[config.mk]
export PLATFORM = sky130hd
export DESIGN_NAME = riscv_lsu
export DESIGN_NICKNAME = d
export VERILOG_FILES = /design/src/rtl/riscv_lsu_pkg.sv /design/src/rtl/riscv_lsu_align.sv /design/src/rtl/riscv_lsu.sv
export SDC_FILE = /design/constraint.sdc
export NUM_CORES = 1
export LEC_CHECK = 0
export CORE_UTILIZATION = 46
export CTS_CLUSTER_DIAMETER = 120
export DETAILED_ROUTE_END_ITERATION = 8
export PLACE_DENSITY = 0.85
export SLEW_MARGIN = 20
export SYNTH_ARGS = -nofsm -noshare
export SYNTH_HDL_FRONTEND = slang
export SYNTH_SLANG_ARGS = --single-unit
export TNS_END_PERCENT = 1
[constraint.sdc]
create_clock -name clk_i -period 3.5 [get_ports clk_i]
set_input_delay 0.875 -clock clk_i [delete_from_list [all_inputs] [get_ports clk_i]]
set_output_delay 0.875 -clock clk_i [all_outputs]
set_load 0.1 [all_outputs]
[src/rtl/riscv_lsu_pkg.sv]
// rtl/riscv_lsu_pkg.sv - shared access sizes, FSM states and byte-enable constants for the LSU
//
// Purpose: common definitions imported by riscv_lsu and riscv_lsu_align.
// Contents: SIZE_* access size codes, lsu_state_t FSM encoding, BE_* byte-enable
//           patterns, and helpers for natural alignment / misalignment detection.
package riscv_lsu_pkg;

  localparam logic [1:0] SIZE_BYTE = 2'd0;
  localparam logic [1:0] SIZE_HALF = 2'd1;
  localparam logic [1:0] SIZE_WORD = 2'd2;

  typedef enum logic [1:0] {
    ST_IDLE = 2'd0,
    ST_BUS  = 2'd1,
    ST_RESP = 2'd2
  } lsu_state_t;

  localparam logic [3:0] BE_BYTE0   = 4'b0001;
  localparam logic [3:0] BE_HALF_LO = 4'b0011;
  localparam logic [3:0] BE_HALF_HI = 4'b1100;
  localparam logic [3:0] BE_WORD    = 4'b1111;

  // Low address bits forced to the natural alignment of the access size.
  function automatic logic [1:0] align_lo(input logic [1:0] size, input logic [1:0] lo);
    case (size)
      SIZE_BYTE: align_lo = lo;
      SIZE_HALF: align_lo = {lo[1], 1'b0};
      default:   align_lo = 2'b00;
    endcase
  endfunction

  function automatic logic is_misaligned(input logic [1:0] size, input logic [1:0] lo);
    case (size)
      SIZE_BYTE: is_misaligned = 1'b0;
      SIZE_HALF: is_misaligned = lo[0];
      default:   is_misaligned = (lo != 2'b00);
    endcase
  endfunction

endpackage

[src/rtl/riscv_lsu_align.sv]
// rtl/riscv_lsu_align.sv - store lane replication / byte enables and load extraction / extension
//
// Purpose: purely combinational data steering between the core and the 32-bit data bus.
// Ports:
//   st_size, st_lo, st_wdata -> st_be, st_wdata_rep   store side (request inputs)
//   ld_size, ld_lo, ld_unsigned, ld_rdata -> ld_data  load side (registered request + bus data)
module riscv_lsu_align
  import riscv_lsu_pkg::*;
(
  input  logic [1:0]  st_size,
  input  logic [1:0]  st_lo,
  input  logic [31:0] st_wdata,
  output logic [3:0]  st_be,
  output logic [31:0] st_wdata_rep,
  input  logic [1:0]  ld_size,
  input  logic [1:0]  ld_lo,
  input  logic        ld_unsigned,
  input  logic [31:0] ld_rdata,
  output logic [31:0] ld_data
);

  always_comb begin
    st_be        = BE_WORD;
    st_wdata_rep = st_wdata;
    case (st_size)
      SIZE_BYTE: begin
        st_be        = BE_BYTE0 << st_lo;
        st_wdata_rep = {4{st_wdata[7:0]}};
      end
      SIZE_HALF: begin
        st_be        = st_lo[1] ? BE_HALF_HI : BE_HALF_LO;
        st_wdata_rep = {2{st_wdata[15:0]}};
      end
      default: begin
        st_be        = BE_WORD;
        st_wdata_rep = st_wdata;
      end
    endcase
  end

  logic [7:0]  ld_byte;
  logic [15:0] ld_half;

  always_comb begin
    ld_byte = ld_rdata[{ld_lo, 3'b000} +: 8];
    ld_half = ld_lo[1] ? ld_rdata[31:16] : ld_rdata[15:0];
    case (ld_size)
      SIZE_BYTE: ld_data = {{24{~ld_unsigned & ld_byte[7]}}, ld_byte};
      SIZE_HALF: ld_data = {{16{~ld_unsigned & ld_half[15]}}, ld_half};
      default:   ld_data = ld_rdata;
    endcase
  end

endmodule

[src/rtl/riscv_lsu.sv]
// rtl/riscv_lsu.sv - load/store unit between execute stage, data-memory port and write-back
//
// Purpose: accepts one memory op at a time, drives the data bus until dack_i or a
//          timeout after ACK_TIMEOUT cycles, then pulses a response for write-back.
// Ports:
//   clk_i, reset_i                               clock, synchronous active-high reset
//   req_valid_i/req_ready_o, load_i, store_i,
//   addr_i, wdata_i, size_i, unsigned_i,
//   rd_index_i                                   request from execute
//   resp_valid_o, resp_rdata_o, resp_rd_index_o,
//   resp_we_o, resp_err_o                        response to write-back
//   daddr_o, dwdata_o, dsize_o, dbe_o, drd_o,
//   dwr_o, drdata_i, dack_i                      data-memory port
// Build option: RISCV_LSU_MISALIGN_TRAP_EN - misaligned half/word accesses skip the
//   bus and respond with an error; otherwise low address bits are forced aligned.
module riscv_lsu
  import riscv_lsu_pkg::*;
#(
  parameter int          ACK_TIMEOUT = 16,
  parameter logic [31:0] RESET_DATA  = 32'h0
) (
  input  logic        clk_i,
  input  logic        reset_i,
  input  logic        req_valid_i,
  output logic        req_ready_o,
  input  logic        load_i,
  input  logic        store_i,
  input  logic [31:0] addr_i,
  input  logic [31:0] wdata_i,
  input  logic [1:0]  size_i,
  input  logic        unsigned_i,
  input  logic [4:0]  rd_index_i,
  output logic        resp_valid_o,
  output logic [31:0] resp_rdata_o,
  output logic [4:0]  resp_rd_index_o,
  output logic        resp_we_o,
  output logic        resp_err_o,
  output logic [31:0] daddr_o,
  output logic [31:0] dwdata_o,
  output logic [1:0]  dsize_o,
  output logic [3:0]  dbe_o,
  output logic        drd_o,
  output logic        dwr_o,
  input  logic [31:0] drdata_i,
  input  logic        dack_i
);

  localparam int CW = $clog2(ACK_TIMEOUT + 1);

  lsu_state_t  state;
  logic [CW-1:0] cnt;
  logic        store_q;
  logic [1:0]  size_q;
  logic [1:0]  lo_q;
  logic        unsigned_q;
  logic [4:0]  rd_q;

  logic [1:0]  eff_lo;
  logic [3:0]  st_be;
  logic [31:0] st_wdata_rep;
  logic [31:0] ld_data;

`ifdef RISCV_LSU_MISALIGN_TRAP_EN
  assign eff_lo = addr_i[1:0];
`else
  assign eff_lo = align_lo(size_i, addr_i[1:0]);
`endif

  assign req_ready_o = (state == ST_IDLE);

  riscv_lsu_align u_align (
    .st_size      (size_i),
    .st_lo        (eff_lo),
    .st_wdata     (wdata_i),
    .st_be        (st_be),
    .st_wdata_rep (st_wdata_rep),
    .ld_size      (size_q),
    .ld_lo        (lo_q),
    .ld_unsigned  (unsigned_q),
    .ld_rdata     (drdata_i),
    .ld_data      (ld_data)
  );

  always_ff @(posedge clk_i) begin
    if (reset_i) begin
      state           <= ST_IDLE;
      cnt             <= '0;
      store_q         <= 1'b0;
      size_q          <= SIZE_WORD;
      lo_q            <= 2'b00;
      unsigned_q      <= 1'b0;
      rd_q            <= 5'd0;
      resp_valid_o    <= 1'b0;
      resp_rdata_o    <= RESET_DATA;
      resp_rd_index_o <= 5'd0;
      resp_we_o       <= 1'b0;
      resp_err_o      <= 1'b0;
      daddr_o         <= 32'h0;
      dwdata_o        <= 32'h0;
      dsize_o         <= SIZE_WORD;
      dbe_o           <= 4'h0;
      drd_o           <= 1'b0;
      dwr_o           <= 1'b0;
    end else begin
      case (state)
        ST_IDLE: begin
          if (req_valid_i && (load_i || store_i)) begin
            // A request flagged as both load and store is handled as a store.
            store_q    <= store_i;
            size_q     <= size_i;
            lo_q       <= eff_lo;
            unsigned_q <= unsigned_i;
            rd_q       <= rd_index_i;
            cnt        <= '0;
`ifdef RISCV_LSU_MISALIGN_TRAP_EN
            if (is_misaligned(size_i, addr_i[1:0])) begin
              state           <= ST_RESP;
              resp_valid_o    <= 1'b1;
              resp_err_o      <= 1'b1;
              resp_we_o       <= 1'b0;
              resp_rdata_o    <= 32'h0;
              resp_rd_index_o <= store_i ? 5'd0 : rd_index_i;
            end else
`endif
            begin
              state    <= ST_BUS;
              daddr_o  <= {addr_i[31:2], 2'b00};
              dwdata_o <= st_wdata_rep;
              dbe_o    <= st_be;
              dsize_o  <= size_i;
              drd_o    <= ~store_i;
              dwr_o    <= store_i;
            end
          end
        end
        ST_BUS: begin
          // Acknowledge is checked first so it wins over a coinciding timeout.
          if (dack_i) begin
            state           <= ST_RESP;
            drd_o           <= 1'b0;
            dwr_o           <= 1'b0;
            resp_valid_o    <= 1'b1;
            resp_err_o      <= 1'b0;
            resp_we_o       <= ~store_q && (rd_q != 5'd0);
            resp_rd_index_o <= store_q ? 5'd0 : rd_q;
            if (!store_q) resp_rdata_o <= ld_data;
          end else begin
            cnt <= cnt + CW'(1);
            if (cnt == CW'(ACK_TIMEOUT - 1)) begin
              state           <= ST_RESP;
              drd_o           <= 1'b0;
              dwr_o           <= 1'b0;
              resp_valid_o    <= 1'b1;
              resp_err_o      <= 1'b1;
              resp_we_o       <= 1'b0;
              resp_rdata_o    <= 32'h0;
              resp_rd_index_o <= store_q ? 5'd0 : rd_q;
            end
          end
        end
        ST_RESP: begin
          state        <= ST_IDLE;
          resp_valid_o <= 1'b0;
          resp_we_o    <= 1'b0;
          resp_err_o   <= 1'b0;
        end
        default: state <= ST_IDLE;
      endcase
    end
  end

endmodule

# Word-level counts from Yosys, hierarchy flattened
# Cells that the tools add are included.
# classes
n_reduce_logical	17
eq_ne	9
mux	32
shift	2
bitwise_logic	5
add_sub_neg	1
# op_table
operator	count
32-bit one-hot mux with 2 select lines	2
32-bit 2-to-1 mux	3
32-bit by 6-bit indexed part select with 8-bit output	1
5-bit 2-to-1 mux	5
16-bit 2-to-1 mux	1
1-bit one-hot mux with 2 select lines	5
5-bit one-hot mux with 2 select lines	1
3-bit AND reduction	3
1-bit 2-to-1 mux	8
2-bit one-hot mux with 2 select lines	2
4-bit one-hot mux with 2 select lines	1
2-bit AND reduction	4
2-bit by 1-bit == test with 1-bit output, second input constant	3
2-bit logical NOT	3
2-bit 2-to-1 mux	3
2-bit nonzero test	3
5-bit by 1-bit adder with 5-bit output, second input constant	1
5-bit by 4-bit == test with 1-bit output, second input constant	1
5-bit nonzero test	1
4-bit 2-to-1 mux	1
2-bit inequality test, second input constant	2
1-bit by 2-bit << shifter with 4-bit output, first input constant	1
3-bit inequality test, second input constant	1
1-bit NOT	3
5 further kinds	7
# totals
word_cells	83
register_bits	126
in_bits	110
out_inout_bits	113

# Longest topological paths before layout
# Gate-level depths: netlist of the first run.
# logic_depth
depth_word	5
ltp_mapped	8
ltp_nobuf	7

# Cells and area by module
# From an unflattened synthesis of the first run, not the netlist that was laid out.
# unflattened
hier_cells	685
hier_area_um2	5635.4
# by_module_without_submodules
module	area_per_inst_um2	cells_per_inst	seq_area_each_um2	instances
riscv_lsu	4459.3	530	2522.4	1
riscv_lsu_align	1176.1	155	0.0	1

# Worst setup path after synthesis of the first run
# Ideal clock, no wire load.
# synth_timing
path_kind	flip-flop to flip-flop
from	register state[1]
to	register daddr_o[10]
setup_time_ps	132
path_stages_with_launch	7
t_required_ps	3368
arrival_ps	2800
setup_slack_ps	568
path_buffers	2
period_less_slack_ps	2932
path_cell_list	dfxtp_1 -> buf_2 -> nor2_1 -> o211ai_1 -> clkbuf_1 -> nand2_1 -> a21oi_1
# synth_via
elab_chain_len	2
# synth_rtl
element	line	rtl
start, declared	riscv_lsu.sv:50	lsu_state_t state;
start signal, assigned	riscv_lsu.sv:86	state <= ST_IDLE;
start signal, assigned	riscv_lsu.sv:126	state <= ST_BUS;
start signal, assigned	riscv_lsu.sv:139	state <= ST_RESP;
2-bit logical NOT	--	
net req_ready_o	riscv_lsu.sv:25	output logic req_ready_o,
2-bit AND reduction (no source line)	--	
end signal, assigned	riscv_lsu.sv:127	daddr_o <= {addr_i[31:2], 2'b00};
end, declared	riscv_lsu.sv:38	output logic [31:0] daddr_o,
# The timed path passes the listed nets, and every way through them passes these cells.
# A chain may end at the register's enable or synchronous reset.

==> metrics.txt, run 1 <==
result of the run=completed; fraction of registers with async set or reset after synthesis=0%; number of fillers in the final layout=922; Root Buffer Master=sky130_fd_sc_hd__clkbuf_16; sum of net half-perimeters after detailed placement=12,100 um; critical path required time=2.62 ns; number of synthesized flops with an enable pin=0; fraction of final layout cells with drive strength greater than 1=20.3%; total power consumption of the routed design=4.34 mW; vias in the first global route=5,231; H-tree lvl count=4; height of the die=110 um; placer's final routability congestion estimate=0.885; multi-input gate area in the final layout=2570 um^2; total buffers and inverters traversed by the critical path=1; Critical Path AT=1.78 ns; antenna diode count=0; post-route minimum period=2.66 ns; peak fanout along the critical path=25; pin count of the biggest net entering global routing=67; Final Slew Violations=0; leakage=3.22 nW; commonest non-fill, non-tap cells in the layout=sky130_fd_sc_hd__nand2_1, sky130_fd_sc_hd__dfxtp_1, sky130_fd_sc_hd__buf_4; kind of critical path=register to output port; count of input and output buffers=220; Setup TNS=0 ns; met2 usage in global routing=46.1%; Congestion Overflow GR=0; path type of the worst min-delay path=register to register; Layout Area Growth over Synthesis=46.4%; switching part of the total power=33.9%; DIE AREA=12,100 um^2; total setup violations reported at the end of the flow=0; initial DRC count=437; family with the most delay on the worst path=flip-flops; number of instances resized during post-cts repair=0; number of CTS-inserted buffers=17; final number of hold-violating endpoints=0; most frequent standard cell in the layout excluding fill and tap cells=sky130_fd_sc_hd__nand2_1; Initial Utilization=47.2%; row cnt=39; endpoint type of the worst setup path=output port; DRT antenna net count=0; antenna violations before repair=0; global-route wire length before repair=25,400 um; internal cell power=2.86 mW; Synth Warn #=0; net load switching power=1.47 mW; worst setup skew after layout=0.00691 ns; share of synthesized area occupied by flip-flops and latches=47.0%; detail-routed via count per cell=5.65; worst vdd ir=0.384 mV; total DRC errors in the routed layout=0; fin crit share=75.9%; cell area after technology mapping=5360 um^2; worst max-slew margin expressed relative to the limit=37.1%; post-CTS setup buffer count=0; Flop pwr share=36.5%; count of pins on the block boundary=223; Detailed Route WL=16,700 um; combinational share of power=25.8%; Worst path max stage delay=0.93 ns; Cell Chain, Critical Path=buf_4; Fmax achieved=377 MHz; met1 track demand over resource in global routing=31.3%; CTS tree=done; total of flip-flops plus latches after synthesis=126; Worst path slowest cell=sky130_fd_sc_hd__dfxtp_1; nature of the critical path startpoint=register; synthesized instance count=620; # hold bufs at CTS=0; power per cell area=552 nW/um^2; Worst Tran Pin Value=0.943 ns; post-synth cell types=45; setup repair after global routing missed its margin=no; clock-pin slew on the worst setup and hold paths=0.05 ns; global-route total usage across every layer=27.6%; Post-layout nets=930; sink count of the clock tree=126; post-detailed-route wirelength per cell=17.1 um; width of the chip=110 um; prevailing post-synth register cell=sky130_fd_sc_hd__dfxtp_1; clock buffer depth=2; vias after detailed routing=5,505; Global Route met3 Usage=8.52%; Worst-Skew Late Latency=0.41 ns; global-route layer with the greatest usage=met2; post-synthesis area per instance=8.65 um^2; area taken by flip-flops and latches=2520 um^2; area of the core=11,400 um^2; DRT Pass-1 Iters=8; Clock power frac=37.7%; reported max-cap violation count=0
power by group through the flow:
| stage | logic, mW | registers [mW] | clock network, mW |
|---|---|---|---|
| finish | 1.12 | 1.58 | 1.63 |
| global route | 1.17 | 1.59 | 1.72 |
| CTS | 1.12 | 1.58 | 1.65 |
| detailed placement | 1.11 | 1.61 | 0 |
| global placement | 1.10 | 1.60 | 0 |
| floorplan | 0.277 | 2.12 | 0 |
per-layer routing:
metal / wire, um / share of wire (%)
met1: 6380 / 38
met2: 8160 / 49
met3: 1560 / 9.3
met4: 605 / 3.6
met5: 0 / 0
Yosys cell counts (all sizes together), types with 2 or more instances:
cell	number	area share, %
nand2	151	11
nor2	31	2.2
ha	2	0.47
or3b	2	0.33
nand3	8	0.75
clkbuf	27	1.9
mux2i	24	4.5
a222oi	7	1.3
nand3b	6	0.84
buf	26	3.1
a221o	16	3.0
nor3	3	0.28
a32oi	2	0.33
xor2	2	0.33
a22o	8	1.3
nor2b	9	1.0
dfxtp	126	47
a211oi	8	1.1
inv	5	0.35
o211ai	10	1.4
o21ai	22	2.1
nand2b	14	1.6
a32o	8	1.5
a311oi	10	1.6
a21oi	71	6.8
mux2	8	1.7
kinds of logic (layout without fill, tap and decap cells):
kind of cell,count (synthesis),in the layout,synth area share (%)
other,1,2,0.0699
XOR/XNOR,2,2,0.327
AND/OR/NAND/NOR,231,231,18.9
AO/OA/AOI/OAI,167,167,21.3
multiplexers,33,33,6.58
adder cells (fa/ha/maj),2,2,0.466
buffers and inverters,58,268,5.32
flip-flops,126,126,47.0
flip-flops by register name, summed over array words and instances, names as in the netlist:
name / cells
resp_valid_o: 1
resp_err_o: 1
state: 2
resp_we_o: 1
dwr_o: 1
lo_q: 2
drd_o: 1
dwdata_o: 32
store_q: 1
unsigned_q: 1
cnt: 5
resp_rdata_o: 32
rd_q: 5
daddr_o: 30
dbe_o: 4
resp_rd_index_o: 5
size_q: 2
area by class of cell:
class                           count  area share (%)
Inverter                            5           0.239
Multi-Input combinational cell    437            32.7
Sequential cell                   126            32.1
Tap cell                          143            2.28
Timing Repair Buffer              231            25.5
Clock inverter                      5           0.350
Clock buffer                       27            6.79
metrics by stage:
step	hold slack, ns	setup slack (ns)	utilization [%]	instance area [um^2]	std cells
3_3_place_gp	0.441	0.913	64.1	7290	942
2_1_floorplan	0.444	0.568	-	5370	621
5_1_grt	0.472	0.769	69.1	7850	974
6_report	0.455	0.845	69.1	7850	974
3_5_place_dp	0.447	0.849	64.1	7290	942
4_1_cts	0.458	0.852	69.1	7850	974
worst register-to-register path, cell delays in order (launching register included):
cell and delay (ns):
sky130_fd_sc_hd__dfxtp_1 0.64, sky130_fd_sc_hd__nand2b_1 0.69, sky130_fd_sc_hd__mux2i_1 0.31, sky130_fd_sc_hd__o21ai_0 0.11
sky130_fd_sc_hd__a22o_1 0.19
final timing paths:
check / slack (ns) / depth (start not counted) / from / to
max: 0.84 / 1 / size_q[1] / dsize_o[1]
min: 0.46 / 2 / daddr_o[25] / daddr_o[25]
min reg2reg: 0.46 / 2 / daddr_o[25] / daddr_o[25]
max reg2reg: 1.45 / 4 / size_q[0] / resp_rdata_o[2]
Note: power is estimated with default switching activity, not from simulation.
==> inputs of run 2 (changes only) <==
Settings changed: CORE_UTILIZATION 46 to 43, PLACE_DENSITY 0.85 to 0.8.
Clock period 3.5 ns to 2.6 ns, I/O delays scaled along.
==> metrics.txt, run 2 (synthesized netlist as in run 1, its figures left out) <==
Worst path max stage delay=0.96 ns (was 0.93 ns); result of the run=completed (unchanged); Detailed Route WL=16,400 um (was 16,700 um); Post-layout nets=934 (was 930); # hold bufs at CTS=0 (unchanged); number of cells in the finished layout apart from fillers=1,003 (was 974); detail-routed via count per cell=5.34 (was 5.65); area taken by flip-flops and latches=2520 um^2 (unchanged); leakage=3.28 nW (was 3.22 nW); placer's final routability congestion estimate=0.860 (was 0.885); number of fillers in the final layout=992 (was 922); DRT Pass-1 Iters=8 (unchanged); number of CTS-inserted buffers=17 (unchanged); Worst Tran Pin Value=0.975 ns (was 0.943 ns); global-route total usage across every layer=25.7% (was 27.6%); worst vdd ir=0.401 mV (was 0.384 mV); post-detailed-route wirelength per cell=16.4 um (was 17.1 um); vias after detailed routing=5,355 (was 5,505); peak fanout along the critical path=25 (unchanged); worst setup skew after layout=0.00763 ns (was 0.00691 ns); Initial Utilization=44.5% (was 47.2%); # placed instances=971 (was 942); antenna violations before repair=0 (unchanged); path type of the worst min-delay path=register to register (unchanged); most frequent standard cell in the layout excluding fill and tap cells=sky130_fd_sc_hd__nand2_1 (unchanged); total setup violations reported at the end of the flow=0 (unchanged); count of pins on the block boundary=223 (unchanged); fraction of final layout cells with drive strength greater than 1=21.2% (was 20.3%); nature of the critical path startpoint=register (unchanged); reported max-cap violation count=0 (unchanged); setup repair after global routing missed its margin=no (unchanged); Fmax achieved=440 MHz; worst max-slew margin expressed relative to the limit=34.9% (was 37.1%); Congestion Overflow GR=0 (unchanged); multi-input gate area in the final layout=2570 um^2 (about the same); DRT antenna net count=0 (unchanged); pin count of the biggest net entering global routing=55 (was 67); Non-Filler Cell Area, Final=8030 um^2 (was 7850 um^2); Critical Path AT=1.62 ns (was 1.78 ns); initial DRC count=376 (was 437); area of the core=12,100 um^2 (was 11,400 um^2); commonest non-fill, non-tap cells in the layout=sky130_fd_sc_hd__nand2_1, sky130_fd_sc_hd__dfxtp_1, sky130_fd_sc_hd__buf_4 (unchanged); post-placement cell area=7380 um^2 (was 7290 um^2); critical path required time=1.95 ns (was 2.62 ns); global-route wire length before repair=26,100 um (was 25,400 um); Root Buffer Master=sky130_fd_sc_hd__clkbuf_16 (unchanged); total power consumption of the routed design=6.21 mW (was 4.34 mW); family with the most delay on the worst path=flip-flops (unchanged); width of the chip=114 um (was 110 um); total buffers and inverters traversed by the critical path=1 (unchanged); Final Slew Violations=0 (unchanged); leading registers by flop count=dwdata_o x32, resp_rdata_o x32, daddr_o x30 (unchanged); H-tree lvl count=4 (unchanged); kind of critical path=register to output port (unchanged); row cnt=40 (was 39); count of input and output buffers=220 (unchanged); antenna diode count=0 (unchanged); Worst path slowest cell=sky130_fd_sc_hd__dfxtp_1 (unchanged); Worst-Skew Late Latency=0.40 ns (was 0.41 ns); sum of net half-perimeters after detailed placement=12,100 um (about the same); height of the die=114 um (was 110 um); total DRC errors in the routed layout=0 (unchanged); power per cell area=773 nW/um^2 (was 552 nW/um^2); fin crit share=87.4%; sink count of the clock tree=126 (unchanged); clock buffer depth=2 (unchanged); Cell Chain, Critical Path=buf_12 (was buf_4); vias in the first global route=5,240 (was 5,231); CTS tree=done (unchanged); number of instances resized during post-cts repair=0 (unchanged); post-CTS setup buffer count=0 (unchanged); post-route minimum period=2.27 ns; DIE AREA=12,900 um^2 (was 12,100 um^2); Layout Area Growth over Synthesis=49.7% (was 46.4%); endpoint type of the worst setup path=output port (unchanged); worst hold slack=0.454 ns (was 0.455 ns); Setup TNS=0 ns (unchanged); clock-pin slew on the worst setup and hold paths=0.06 ns (was 0.05 ns); final number of hold-violating endpoints=0 (unchanged)
==> run 2: stage by stage <==
stage	setup WS [ns]	utilization, %
6_report	0.327	66.6
5_1_grt	0.219	66.6
4_1_cts	0.316	66.6
3_5_place_dp	0.0759	61.2
3_3_place_gp	0.211	61.2
2_1_floorplan	0.283	-
==> run 2: worst register-to-register path: cells and delay by family (launching register included) <==
| kind | cells | cell delay, ns |
|---|---|---|
| muxes | 1 | 0.36 |
| and+or+nand+nor | 1 | 0.68 |
| AOI/OAI and AO/OA | 2 | 0.35 |
| DFF | 1 | 0.62 |
==> run 2: path summary, 6_finish.rpt <==
check,from,endpoint,slack [ns],cells after the start
worst max register to register,size_q[0],resp_rdata_o[0],0.49,4
worst min register to register,daddr_o[11],daddr_o[11],0.45,2
worst max-delay path,size_q[1],dsize_o[1],0.33,1
worst min-delay path,daddr_o[11],daddr_o[11],0.45,2
==> run 2: metal layers <==
| layer | GRT usage, % | part of all wire (%) | wire (um) | vias up |
|---|---|---|---|---|
| met5 | 0 | 0 | 0 | - |
| li1 | - | - | - | 2590 |
| met3 | 7.07 | 8.2 | 1350 | 41 |
| met4 | 12.0 | 3.0 | 498 | 0 |
| met2 | 44.0 | 48 | 7890 | 236 |
| met1 | 29.8 | 41 | 6700 | 2488 |
==> run 2: final cells by class <==
class,instances,share of cell area [%]
tap,168,2.62
clock buffer,20,5.81
timing repair buffer,235,25.6
multi-input combinational,437,32.0
clock inverter,12,2.27
inverter,5,0.234
sequential,126,31.4
==> run 2: power by group <==
part / leakage [nW] / total, mW / internal (mW) / switching (mW)
Sequential: 1.03 / 2.12 / 2.04 / 0.0800
Clock: 0.309 / 2.57 / 1.69 / 0.877
Combinational: 1.94 / 1.52 / 0.432 / 1.09
Total: 3.28 / 6.21 / 4.17 / 2.04
